`src/rtl/fir_pkg.sv`:
```
// Shared definitions for the 32-tap FIR sequencer.
package fir_pkg;

    localparam int DEF_TAPS   = 32;
    localparam int DEF_ADDR_W = 5;
    localparam int LAST_TAP   = DEF_TAPS - 1;

    typedef enum logic [1:0] {
        IDLE  = 2'd0,
        RUN   = 2'd1,
        DRAIN = 2'd2,
        DONE  = 2'd3
    } state_t;

endpackage

```
`src/rtl/fir_ctrl.sv`:
```
// FIR sequencer: accepts a sample, sweeps taps, drives MAC enables
// aligned to the one-cycle registered read of the sample RAM.
module fir_ctrl
    import fir_pkg::*;
#(
    parameter int TAPS   = DEF_TAPS,
    parameter int ADDR_W = DEF_ADDR_W
) (
    input  logic              clk,
    input  logic              rst_n,
    input  logic              sample_valid,
    output logic              sample_ready,
    input  logic              abort,
    input  logic              clr_overrun,
    output logic              data_in_en,
    output logic [ADDR_W-1:0] data_counter,
    output logic [ADDR_W-1:0] coef_addr,
    output logic              mac_en,
    output logic              mac_clr,
    output logic              result_valid,
    output logic              busy,
    output logic              overrun
);

    localparam logic [ADDR_W-1:0] C_LAST = ADDR_W'(TAPS - 1);
    localparam logic [ADDR_W-1:0] C_ZERO = '0;

    state_t            r_state;
    state_t            w_next;
    logic [ADDR_W-1:0] r_cnt;
    logic [ADDR_W-1:0] w_cnt_next;
    logic              r_mac_en;
    logic              r_mac_clr;
    logic              r_result_valid;
    logic              r_overrun;
    logic              w_ready;
    logic              w_accept;
    logic              w_run;

    assign w_ready  = (r_state == IDLE);
    // abort outranks a sample arriving in IDLE, so no shift either
    assign w_accept = w_ready & sample_valid & ~abort;
    assign w_run    = (r_state == RUN);

    always_comb begin
        w_next     = r_state;
        w_cnt_next = r_cnt;
        unique case (r_state)
            IDLE: begin
                if (w_accept) begin
                    w_next     = RUN;
                    w_cnt_next = C_ZERO;
                end
            end
            RUN: begin
                if (r_cnt == C_LAST) begin
                    w_next     = DRAIN;
                    w_cnt_next = C_ZERO;
                end else begin
                    w_cnt_next = r_cnt + ADDR_W'(1);
                end
            end
            DRAIN:   w_next = DONE;
            DONE:    w_next = IDLE;
            default: w_next = IDLE;
        endcase
        if (abort) begin
            w_next     = IDLE;
            w_cnt_next = C_ZERO;
        end
    end

    always_ff @(posedge clk or negedge rst_n) begin
        if (!rst_n) begin
            r_state        <= IDLE;
            r_cnt          <= C_ZERO;
            r_mac_en       <= 1'b0;
            r_mac_clr      <= 1'b0;
            r_result_valid <= 1'b0;
            r_overrun      <= 1'b0;
        end else begin
            r_state   <= w_next;
            r_cnt     <= w_cnt_next;
            // one-cycle delay matches the RAM read latency
            r_mac_en  <= w_run & ~abort;
            r_mac_clr <= w_run & (r_cnt == C_ZERO) & ~abort;
            r_result_valid <= (r_state == DRAIN) & ~abort;
            if (sample_valid & ~w_ready) begin
                r_overrun <= 1'b1;
            end else if (clr_overrun) begin
                r_overrun <= 1'b0;
            end
        end
    end

    assign sample_ready = w_ready;
    assign data_in_en   = w_accept;
    assign data_counter = r_cnt;
    assign coef_addr    = r_cnt;
    assign mac_en       = r_mac_en;
    assign mac_clr      = r_mac_clr;
    assign result_valid = r_result_valid;
    assign busy         = ~w_ready;
    assign overrun      = r_overrun;

endmodule

```
`config.mk`:
```
export PLATFORM = sky130hd
export DESIGN_NAME = fir_ctrl
export DESIGN_NICKNAME = d
export VERILOG_FILES = /design/src/rtl/fir_pkg.sv /design/src/rtl/fir_ctrl.sv
export SDC_FILE = /design/constraint.sdc
export NUM_CORES = 1
export LEC_CHECK = 0
export CAP_MARGIN = 25
export CELL_PAD_IN_SITES_DETAIL_PLACEMENT = 1
export CELL_PAD_IN_SITES_GLOBAL_PLACEMENT = 1
export CORE_ASPECT_RATIO = 1.5
export CORE_MARGIN = 2
export CORE_UTILIZATION = 30
export CTS_BUF_LIST = sky130_fd_sc_hd__clkbuf_2 sky130_fd_sc_hd__clkbuf_4 sky130_fd_sc_hd__clkbuf_8
export DETAILED_ROUTE_END_ITERATION = 12
export HOLD_SLACK_MARGIN = 0.02
export PLACE_DENSITY_LB_ADDON = 0.1
export SYNTH_ARGS = -nofsm -noshare
export SYNTH_HDL_FRONTEND = slang
export SYNTH_SLANG_ARGS = --single-unit
```
`constraint.sdc`:
```
create_clock -name clk -period 2.8 [get_ports clk]
set_clock_uncertainty 0.2 [all_clocks]
set_input_delay 0.42 -clock clk [delete_from_list [all_inputs] [get_ports clk]]
set_output_delay 0.42 -clock clk [all_outputs]
set_load 0.005 [all_outputs]
```
Yosys cells after proc, flatten, opt, wreduce, memory -nomap -nowiden. Index checks and enable logic that the tools add are counted. Widths: inputs -> output; s select.

$add $sub $neg: 1. Eq/ne operators: 6. Muxes and demuxes: 10. Bitwise gates (word level): 9. Reduce and logical (&&, ||, !) cells: 6.

Operators by type and width (count): $mux 5 (3); $pmux 5 s2 (1); $pmux 2 s4 (1); $and 1x1->1 (7); $mux 2 (3); $add 5x1->5 const B (1); $eq 5x5->1 const B (1); $logic_not 5->1 (1); $eq 2x2->1 const B (2); $reduce_and 2->1 (2); $ne 3x2->1 const B (1); $ne 3x3->1 const B (1); $reduce_bool 3->1 (1); $eq 2x1->1 const B (1); $logic_not 2->1 (1); $mux 1 (2); $not 1->1 (2); $reduce_bool 2->1 (1).

Register bits after elaboration: 11. Word-level logic and storage cells: 38.

Depth between registers and ports, before layout. Gate-level depths: netlist of run 1.

Word-level depth: 6. Depth in mapped cells: 6. Mapped depth without buffers: 6.

Worst setup path before layout of run 1. Ideal clock, no wire load.

Path type: reg-to-reg. Start point: reg r_cnt[0] (netlist: coef_addr[0]). End point: reg r_state[0]. Arrival time: 1.661 ns. Slack: 0.815 ns. Stages on the path, launching flop included: 7. Clock period less this slack: 1.985 ns. Path through: dfrtp_1 ha_1 and3_1 ha_1 or3b_2 a21oi_1 a21oi_1.

Cells in the longest elaborated chain, start to end: 3.

RTL lines: start, declared (RTL line fir_ctrl.sv:30) `logic [ADDR_W-1:0] r_cnt;`; start signal, assigned (RTL line fir_ctrl.sv:83) `r_cnt <= w_cnt_next;`; $eq 5x5->1 (RTL line fir_ctrl.sv:56) `if (r_cnt == C_LAST) begin`; $ne 3x2->1 (no line); $reduce_and 2->1 (no line); end signal, assigned (RTL line fir_ctrl.sv:82) `r_state <= w_next;`; end, declared (RTL line fir_ctrl.sv:28) `state_t r_state;`.

No other way between the ends. A chain may end at the register's enable or synchronous reset.

Worst setup path in the final report of run 1.
Start point: in abort. End point: out data_in_en.

Cells in the longest elaborated chain, start to end: 2.

RTL lines: start, declared (RTL line fir_ctrl.sv:13) `input logic abort,`; $not 1->1 (RTL line fir_ctrl.sv:42) `assign w_accept = w_ready & sample_valid & ~abort;`; $and 1x1->1 (RTL line fir_ctrl.sv:42); end, declared (RTL line fir_ctrl.sv:15) `output logic data_in_en,`.

No other way between the ends.

==> results.yml, run 1 <==
clock_tree:
  cts_resized: 0
  cts.sink_count: 11
  cts.repair_timing.setup_buffer_count: 0
  cts_hold_buf: 0
  cts_buffer_depth: 2
  clock_latency_ps: 260
  path_clk_slew_ps: 70
  cts_root_buf: "clkbuf_4"
  cts_buffers: 3
  htreeDepth: 1
  cts_tree: "built"
synth:
  yosysMostFrequentCell: "dfrtp_1"
  synthTopCellsByArea: "dfrtp_1, ha_1, buf_4"
  async_flop_share_pct: 100
  synth_cells: 66
  ys_seq_area_share_pct: 43.0
  yosys.area.top_type_share_pct: 43.0
  syn-cell-area_um2: 641
  synth_common_cells: "dfrtp_1, inv_1, ha_1"
  syn_avg_cell_area_um2: 9.71
  ys_types: 21
  synth_nets: 77
  synth_seq_cells: 11
  yosysTopAreaCell: "dfrtp_1"
  synth-edff-count: 0
  synth_flop_cell: "dfrtp_1"
  yosys_warnings: 0
timing:
  worst_slew_margin_rel_pct: 64.1
  finalHoldViolations: 0
  final.setup.worst_slack_ps: 432
  period_needed_ps: 2370
  final_max_slew_viol_count: 0
  clock.fmax_mhz: 422
  finalSetupTns_ps: 0
  holdWs_ps: 302
  setup_viol: 0
  period_share_pct: 84.6
  tightest_slew_ps: 537
  grt_setup_unrepaired: "no"
power_and_ir_drop:
  peakVddDrop_uv: 334
  pwr_density_cell_nw_per_um2: 774
  p_sw_share_pct: 34.1
  internal_power_w: 0.000444
  cellLeakagePower_nw: 0.398
  switchingPower_w: 0.000230
  seqPwrFrac_pct: 33.7
  p_comb_share_pct: 48.8
  clockPowerShare_pct: 17.5
final_layout:
  final_cells: 108
  post-route-cell-area_um2: 871
  diodes: 0
  fill_cells: 244
  seq_area_um2: 275
  nets: 98
  area_delta_synth_final_pct: 35.9
  drive_above_1_share_pct: 6.98
  multi_input_area_um2: 294
worst_setup_path:
  crit_path_frequent_cell: "clkdlybuf4s50_1"
  critPathTopFamily: "buffers and inverters"
  worstSetupPathType: "in2out"
  cp.buffers_inverters: 3
  reg2reg_from: "r_state[0]"
  crit_path_max_fanout: 6
  slowest_stage: "clkdlybuf4s50_1"
  cp.required_ps: 2180
  r2r_slack_ps: 650
  start_kind: "primary input"
  max_stage_delay_ps: 500
  cp-end-kind: "output pin"
  arrival_ps: 1750
  worstSetupStartpoint: "abort"
  cp_cell_sequence: "clkdlybuf4s50_1 -> inv_1 -> and3_1 -> clkdlybuf4s50_1"
job:
  drv_cap: 0
min_path:
  hp-class: "in2async"
floorplanning:
  die_h_um: 60.6
  start_util_pct: 31.6
  dieArea_um2: 2530
  chipWidth_um: 41.7
  ios: 22
  coreArea_um2: 2030
  num_rows: 20
placed_design:
  port_buffers: 21
  hpwl_mm: 1.16
  post_dp_cell_area_um2: 841
  post-place-ws_ps: 442
  gp_congestion: 0.673
  dpl.cell_count: 104
run_status:
  status: "finished clean"
detailed_routing:
  wl_per_cell_um: 13.4
  drt_pass1_iterations: 4
  route.detailed.drc: 0
  ant_nets: 0
  drt_iter0_markers: 3
  via_per_inst: 4.98
  wirelength_mm: 1.45
  vias: 538
global_routing:
  grt_max_degree: 12
  grt_pass1_wl_mm: 2.57
  track_usage_pct: 13.5
  grt_pass1_vias: 577
  grt_overflow: 0
  antenna_found_initial: 0
-- per-stage QoR --
| step | utilization (%) | total power [W] |
|---|---|---|
| after floorplan | - | 0.000409 |
| after global placement | 41.5 | 0.000562 |
| after detailed placement | 41.5 | 0.000565 |
| after CTS | 43.0 | 0.000688 |
| after global routing | 43.0 | 0.000735 |
| final | 43.0 | 0.000674 |
-- power groups by stage --
| stage | registers [W] | logic (W) | clock network, W |
|---|---|---|---|
| floorplan | 0.000226 | 0.000183 | 0 |
| global placement | 0.000229 | 0.000333 | 0 |
| detailed placement | 0.000231 | 0.000334 | 0 |
| CTS | 0.000229 | 0.000337 | 0.000122 |
| global route | 0.000233 | 0.000374 | 0.000128 |
| finish | 0.000227 | 0.000329 | 0.000118 |
-- placed cells by master, fill, tap and decap left out, types with 2 or more instances in the layout --
cell,count
ha_1,6
inv_1,9
nor2_1,3
a21oi_1,5
clkbuf_4,4
dfrtp_1,11
and3_1,2
o21ai_0,5
o31ai_1,2
nor2b_1,4
or3_1,2
nand3_1,3
clkdlybuf4s50_1,21
-- state kept, by name (all words and copies together), names as in the netlist --
name          count
coef_addr         5
mac_clr           1
mac_en            1
overrun           1
r_state           2
result_valid      1
-- worst paths after layout --
path / cells past startpoint / endpoint
min: 1 / mac_clr
max reg2reg: 5 / coef_addr[0]
min reg2reg: 1 / overrun
max: 4 / data_in_en
max in group asynchronous: 1 / r_state[0]
min in group clk: 1 / overrun
-- routing by layer --
layer	up-vias	GRT usage, %	routed length, um
met5	-	0	0
met4	0	6.91	17
met3	2	2.98	73
met2	15	25.7	770
met1	262	13.7	591
li1	259	-	-
-- worst register-to-register path, stage by stage, from the launching register on --
cell and delay (ps):
dfrtp_1 400, inv_1 90, ha_1 300, mux2i_1 480
and2_1 260, mux2_4 310
-- kinds of logic (layout without fill, tap and decap cells) --
kind of cell | count (synthesis) | count (layout) | share of synthesized area (%)
adders and majority gates | 6 | 6 | 11.7
AOI/OAI and AO/OA | 13 | 13 | 11.5
and+or+nand+nor | 20 | 20 | 18.7
muxes | 2 | 2 | 3.91
DFF | 11 | 11 | 43.0
buffers and inverters | 14 | 34 | 11.1
-- area by class of cell --
cell class	instances	area share [%]
Sequential cell	11	31.6
Tap cell	22	3.16
Clock buffer	4	3.45
Timing Repair Buffer	21	24.1
Multi-Input combinational cell	41	33.8
Inverter	9	3.88
No activity file was read; power rests on OpenSTA's default activity.
==> inputs of run 2 (changes only) <==
clock period = 2.04 ns   (was 2.8 ns; I/O delays follow)
==> results.yml, run 2 (synthesis results as in run 1) <==
run_status:
  status: "finished clean"
final_layout:
  drive_above_1_share_pct: 22.4
  final_common_cell: "clkdlybuf4s50_1"
  final_cell_mix: "clkdlybuf4s50_1, buf_4, dfrtp_1"
  largest_reg_flops: 5
  nets: 110
  diodes: 0
  area_delta_synth_final_pct: 52.7
clock_tree:
  cts_buffer_depth: 2
  cts_tree: "built"
  cts_root_buf: "clkbuf_4"
  cts_hold_buf: 0
  clock_latency_ps: 270
  cts.sink_count: 11
  path_clk_slew_ps: 80
  htreeDepth: 1
  cts_buffers: 3
placed_design:
  hpwl_mm: 1.32
  gp_congestion: 0.728
  port_buffers: 21
  post-place-ws_ps: 10.4
timing:
  grt_setup_unrepaired: "no"
  worst_slew_margin_rel_pct: 63.8
  finalSetupTns_ps: 0
  final.setup.worst_slack_ps: 97.1
  period_needed_ps: 1940
  finalHoldViolations: 0
  final_max_slew_viol_count: 0
  tightest_slew_ps: 541
  clock.fmax_mhz: 515
  setup_viol: 0
  period_share_pct: 95.2
power_and_ir_drop:
  pwr_density_cell_nw_per_um2: 1110
  internal_power_w: 0.000719
  p_comb_share_pct: 57.3
  switchingPower_w: 0.000364
  cellLeakagePower_nw: 0.464
  power_w: 0.00108
  seqPwrFrac_pct: 27.3
  p_sw_share_pct: 33.6
  clockPowerShare_pct: 15.4
  peakVddDrop_uv: 599
global_routing:
  grt_overflow: 0
  track_usage_pct: 15.9
  grt_pass1_vias: 634
  grt_max_degree: 12
  grt_pass1_wl_mm: 2.88
  antenna_found_initial: 0
worst_setup_path:
  reg2reg_from: "r_state[0]"
  cp-end-kind: "output pin"
  cp.required_ps: 1530
  worstSetupPathType: "reg2out"
  start_kind: "flop"
  worstSetupStartpoint: "r_state[0]"
  arrival_ps: 1440
  crit_path_max_fanout: 7
floorplanning:
  chipWidth_um: 41.7
  die_h_um: 60.6
  ios: 22
  num_rows: 20
  dieArea_um2: 2530
  start_util_pct: 31.6
  coreArea_um2: 2030
detailed_routing:
  drt_pass1_iterations: 4
  route.detailed.drc: 0
  vias: 583
  ant_nets: 0
  wl_per_cell_um: 14.2
  drt_iter0_markers: 3
  wirelength_mm: 1.71
  via_per_inst: 4.86
min_path:
  hp-class: "in2async"
job:
  drv_cap: 0
## run 2: changes by cell type in the layout (fill, tap and decap cells not counted), moves of 2 or more
cell	delta
inv_2	+2
dlygate4sd2_1	+2
inv_1	-2
clkdlybuf4s50_1	-2
buf_4	+12
## run 2: power by group through the flow
stage | Sequential (W) | Clock [W] | Combinational, W
2_1_floorplan | 0.000310 | 0 | 0.000251
3_3_place_gp | 0.000300 | 0 | 0.000544
3_5_place_dp | 0.000301 | 0 | 0.000549
4_1_cts | 0.000296 | 0.000171 | 0.000622
5_1_grt | 0.000302 | 0.000185 | 0.000677
6_report | 0.000296 | 0.000167 | 0.000620
## run 2: what timing repair did
| action | 4_1_cts | 5_1_grt |
|---|---|---|
| gates resized for setup | 7 | 1 |
| pin swaps | 1 | 0 |
| setup endpoints to repair | 4 | 3 |
| buffers inserted | 3 | 0 |
## run 2: final timing paths
path | to | slack, ps | depth (start not counted)
hold reg to reg | overrun | 310 | 1
min in group clk | overrun | 310 | 1
hold / removal | mac_en | 190 | 1
max in group asynchronous | coef_addr[0] | 1100 | 1
setup / recovery | sample_ready | 100 | 3
setup reg to reg | coef_addr[0] | 110 | 5
## run 2: critical path, stage by stage, from the launching register on
cell	delay, ps
dfrtp_1	400
inv_2	90
ha_4	170
clkdlybuf4s50_1	510
## run 2: layout make-up
cell class	count	area, um2
Multi-Input combinational cell	41	314
Sequential cell	11	275
Clock buffer	4	30.0
Fill cell	248	1050
Timing Repair Buffer	33	298
Inverter	9	33.8
Tap cell	22	27.5
## run 2: layer usage
metal / wire length (um) / up-vias / global-route usage, % / share of wire, %
li1: - / 281 / - / -
met1: 609 / 281 / 15.9 / 36
met2: 1000 / 17 / 30.8 / 59
met3: 65 / 4 / 2.38 / 3.8
met4: 27 / 0 / 9.68 / 1.6
met5: 0 / - / 0 / 0
## run 2: through the flow
step	instances	hold slack, ps	area, um2	util (%)
final	120	185	978	48.3
after detailed placement	113	292	908	44.8
after floorplan	66	-190	641	-
after CTS	120	210	976	48.1
after global placement	113	289	908	44.8
after global routing	120	229	978	48.3
==> patch, RTL diff (flow settings as in run 2) <==
The package constant `DEF_ADDR_W` goes from 5 to 4.
--- a/src/rtl/fir_pkg.sv
+++ b/src/rtl/fir_pkg.sv
@@ -2,7 +2,7 @@
 package fir_pkg;
 
     localparam int DEF_TAPS   = 32;
-    localparam int DEF_ADDR_W = 5;
+    localparam int DEF_ADDR_W = 4;
     localparam int LAST_TAP   = DEF_TAPS - 1;
 
     typedef enum logic [1:0] {
Interface: changed (resized coef_addr and data_counter); port bits go from 22 to 20. The function was not compared with the original's and may differ.
==> patch against run 2 <==
Worst setup slack worse by 33 ps. Area after synthesis is 8.0% lower. Power is 2.5% lower. Global-route usage is 0.44 points higher. Clock power is 8% higher. Design area is 11% lower. Routed wire length is 14% lower. Critical path depth is 1 higher. Count of clock-buffer cells in the layout stayed put. Sequential power is 3% lower. Via count is 7.9% lower. Sequential cell count is 1 lower. Highest routed layer unchanged.
==> patch: results (changes against run 2) <==
status finished clean (unchanged); Synth Area in Compound Gates 15.3% (was 11.5%); slowest cell on the critical path clkdlybuf4s50_1 (unchanged); GR Util All Layers 16.3% (was 15.9%); filler instances 234 (was 248); GPL Wtd Cong 0.740 (was 0.728); Placement Cell Area 802 um2 (was 908 um2); area share of xor/xnor cells in the synthesized design 0% (unchanged); Cell variety after synth 26 (was 21); P_comb 0.589 mW (was 0.620 mW); FF-to-FF Start r_state[0] (unchanged); first-pass GRT wire length 2.56 mm (was 2.88 mm); Crit path arrival time 1470 ps (was 1440 ps); ClkCell Share 4.16% (was 3.07%); cell area after layout 872 um2 (was 978 um2); Syn Inst Count 58 (was 66); Power Sequential 0.286 mW (was 0.296 mW); post-synthesis mux area share 4.25% (was 3.91%); adder-cell share of the synthesized area 10.6% (was 11.7%); net count after synthesis 68 (was 77); leakage power 0.415 nW (was 0.464 nW); Post-Place Worst Slack 28.0 ps (was 10.4 ps); number of global-route vias before repair 586 (was 634); WL met1 508 um (was 609 um); top cells by area, synth dfrtp_1 42%, ha_1 11%, inv_1 5.7% (was dfrtp_1 43%, ha_1 12%, buf_4 5.9%); number of clock buffers inserted by TritonCTS 3 (unchanged); clk sink count 10 (was 11); largest net degree at the start of global routing 11 (was 12); Worst-Margin Slew 473 ps (was 541 ps); Layout Nets 94 (was 110); sequential fraction of the synthesis area 42.5% (was 43.0%); highest net fanout along the worst path 5 (was 7); non-clk buf share 27.7% (was 30.4%); max reg flops 4 (was 5); HP Class input port to async pin (unchanged); Peak VDD IR 0.617 mV (was 0.599 mV); vias 537 (was 583); Repair and plain buffers 26 (was 33); met3 Usage GRT 3.45% (was 2.38%); layout cells sized above 1 20.5% (was 22.4%); Register-to-Register Setup Slack 140 ps (was 110 ps); Synth top cells by count 10 x dfrtp_1, 9 x inv_1, 5 x ha_1 (was 11 x dfrtp_1, 9 x inv_1, 6 x ha_1); WL final 1.47 mm (was 1.71 mm); DRT iter0 DRCs 10 (was 3); post-route ant nets 0 (unchanged); metal3 WL 50 um (was 65 um); GR Layer Usage met2 30.2% (was 30.8%); fraction of area in registers 28.7% (was 28.1%); post-detail-place hpwl 1.12 mm (was 1.32 mm); multi-input logic area 284 um2 (was 314 um2); Post-CTS Resized 5 (was 7); post-route insts no fill 104 (was 120); Inst Count DP 97 (was 113); met1 Resource Use GR 15.3% (was 15.9%); comb_multi_in 34 (was 41); worst reg2reg endpoint coef_addr[2] (was coef_addr[0])
patch: cell count changes after synthesis, moves of 2 or more:
cell       delta
o2111ai_1     +2
nor4_1        +2
a21oi_1       -5
nor2b_1       -2
or3_1         -2
o31ai_1       -2
a211o_1       +2
o21ai_0       -4
a2111oi_0     +2
patch: how the worst max path moves through the flow:
| stage | from | to | slack (ps) |
|---|---|---|---|
| after floorplan | r_state[0] | coef_addr[2] | 190 |
| after global placement | abort | data_in_en | 40 |
| after detailed placement | sample_valid | data_in_en | 30 |
| after CTS | r_state[1] | busy | 20 |
| after global routing | r_state[0] | busy | 30 |
| final | r_state[0] | busy | 60 |
patch: metrics by stage:
| stage | utilization, % | power, mW | hold slack [ps] |
|---|---|---|---|
| after floorplan | - | 0.551 | -190 |
| after CTS | 47.0 | 1.06 | 182 |
| after detailed placement | 43.3 | 0.800 | 286 |
| after global routing | 47.0 | 1.14 | 195 |
| final | 47.0 | 1.06 | 159 |
| after global placement | 43.3 | 0.795 | 297 |
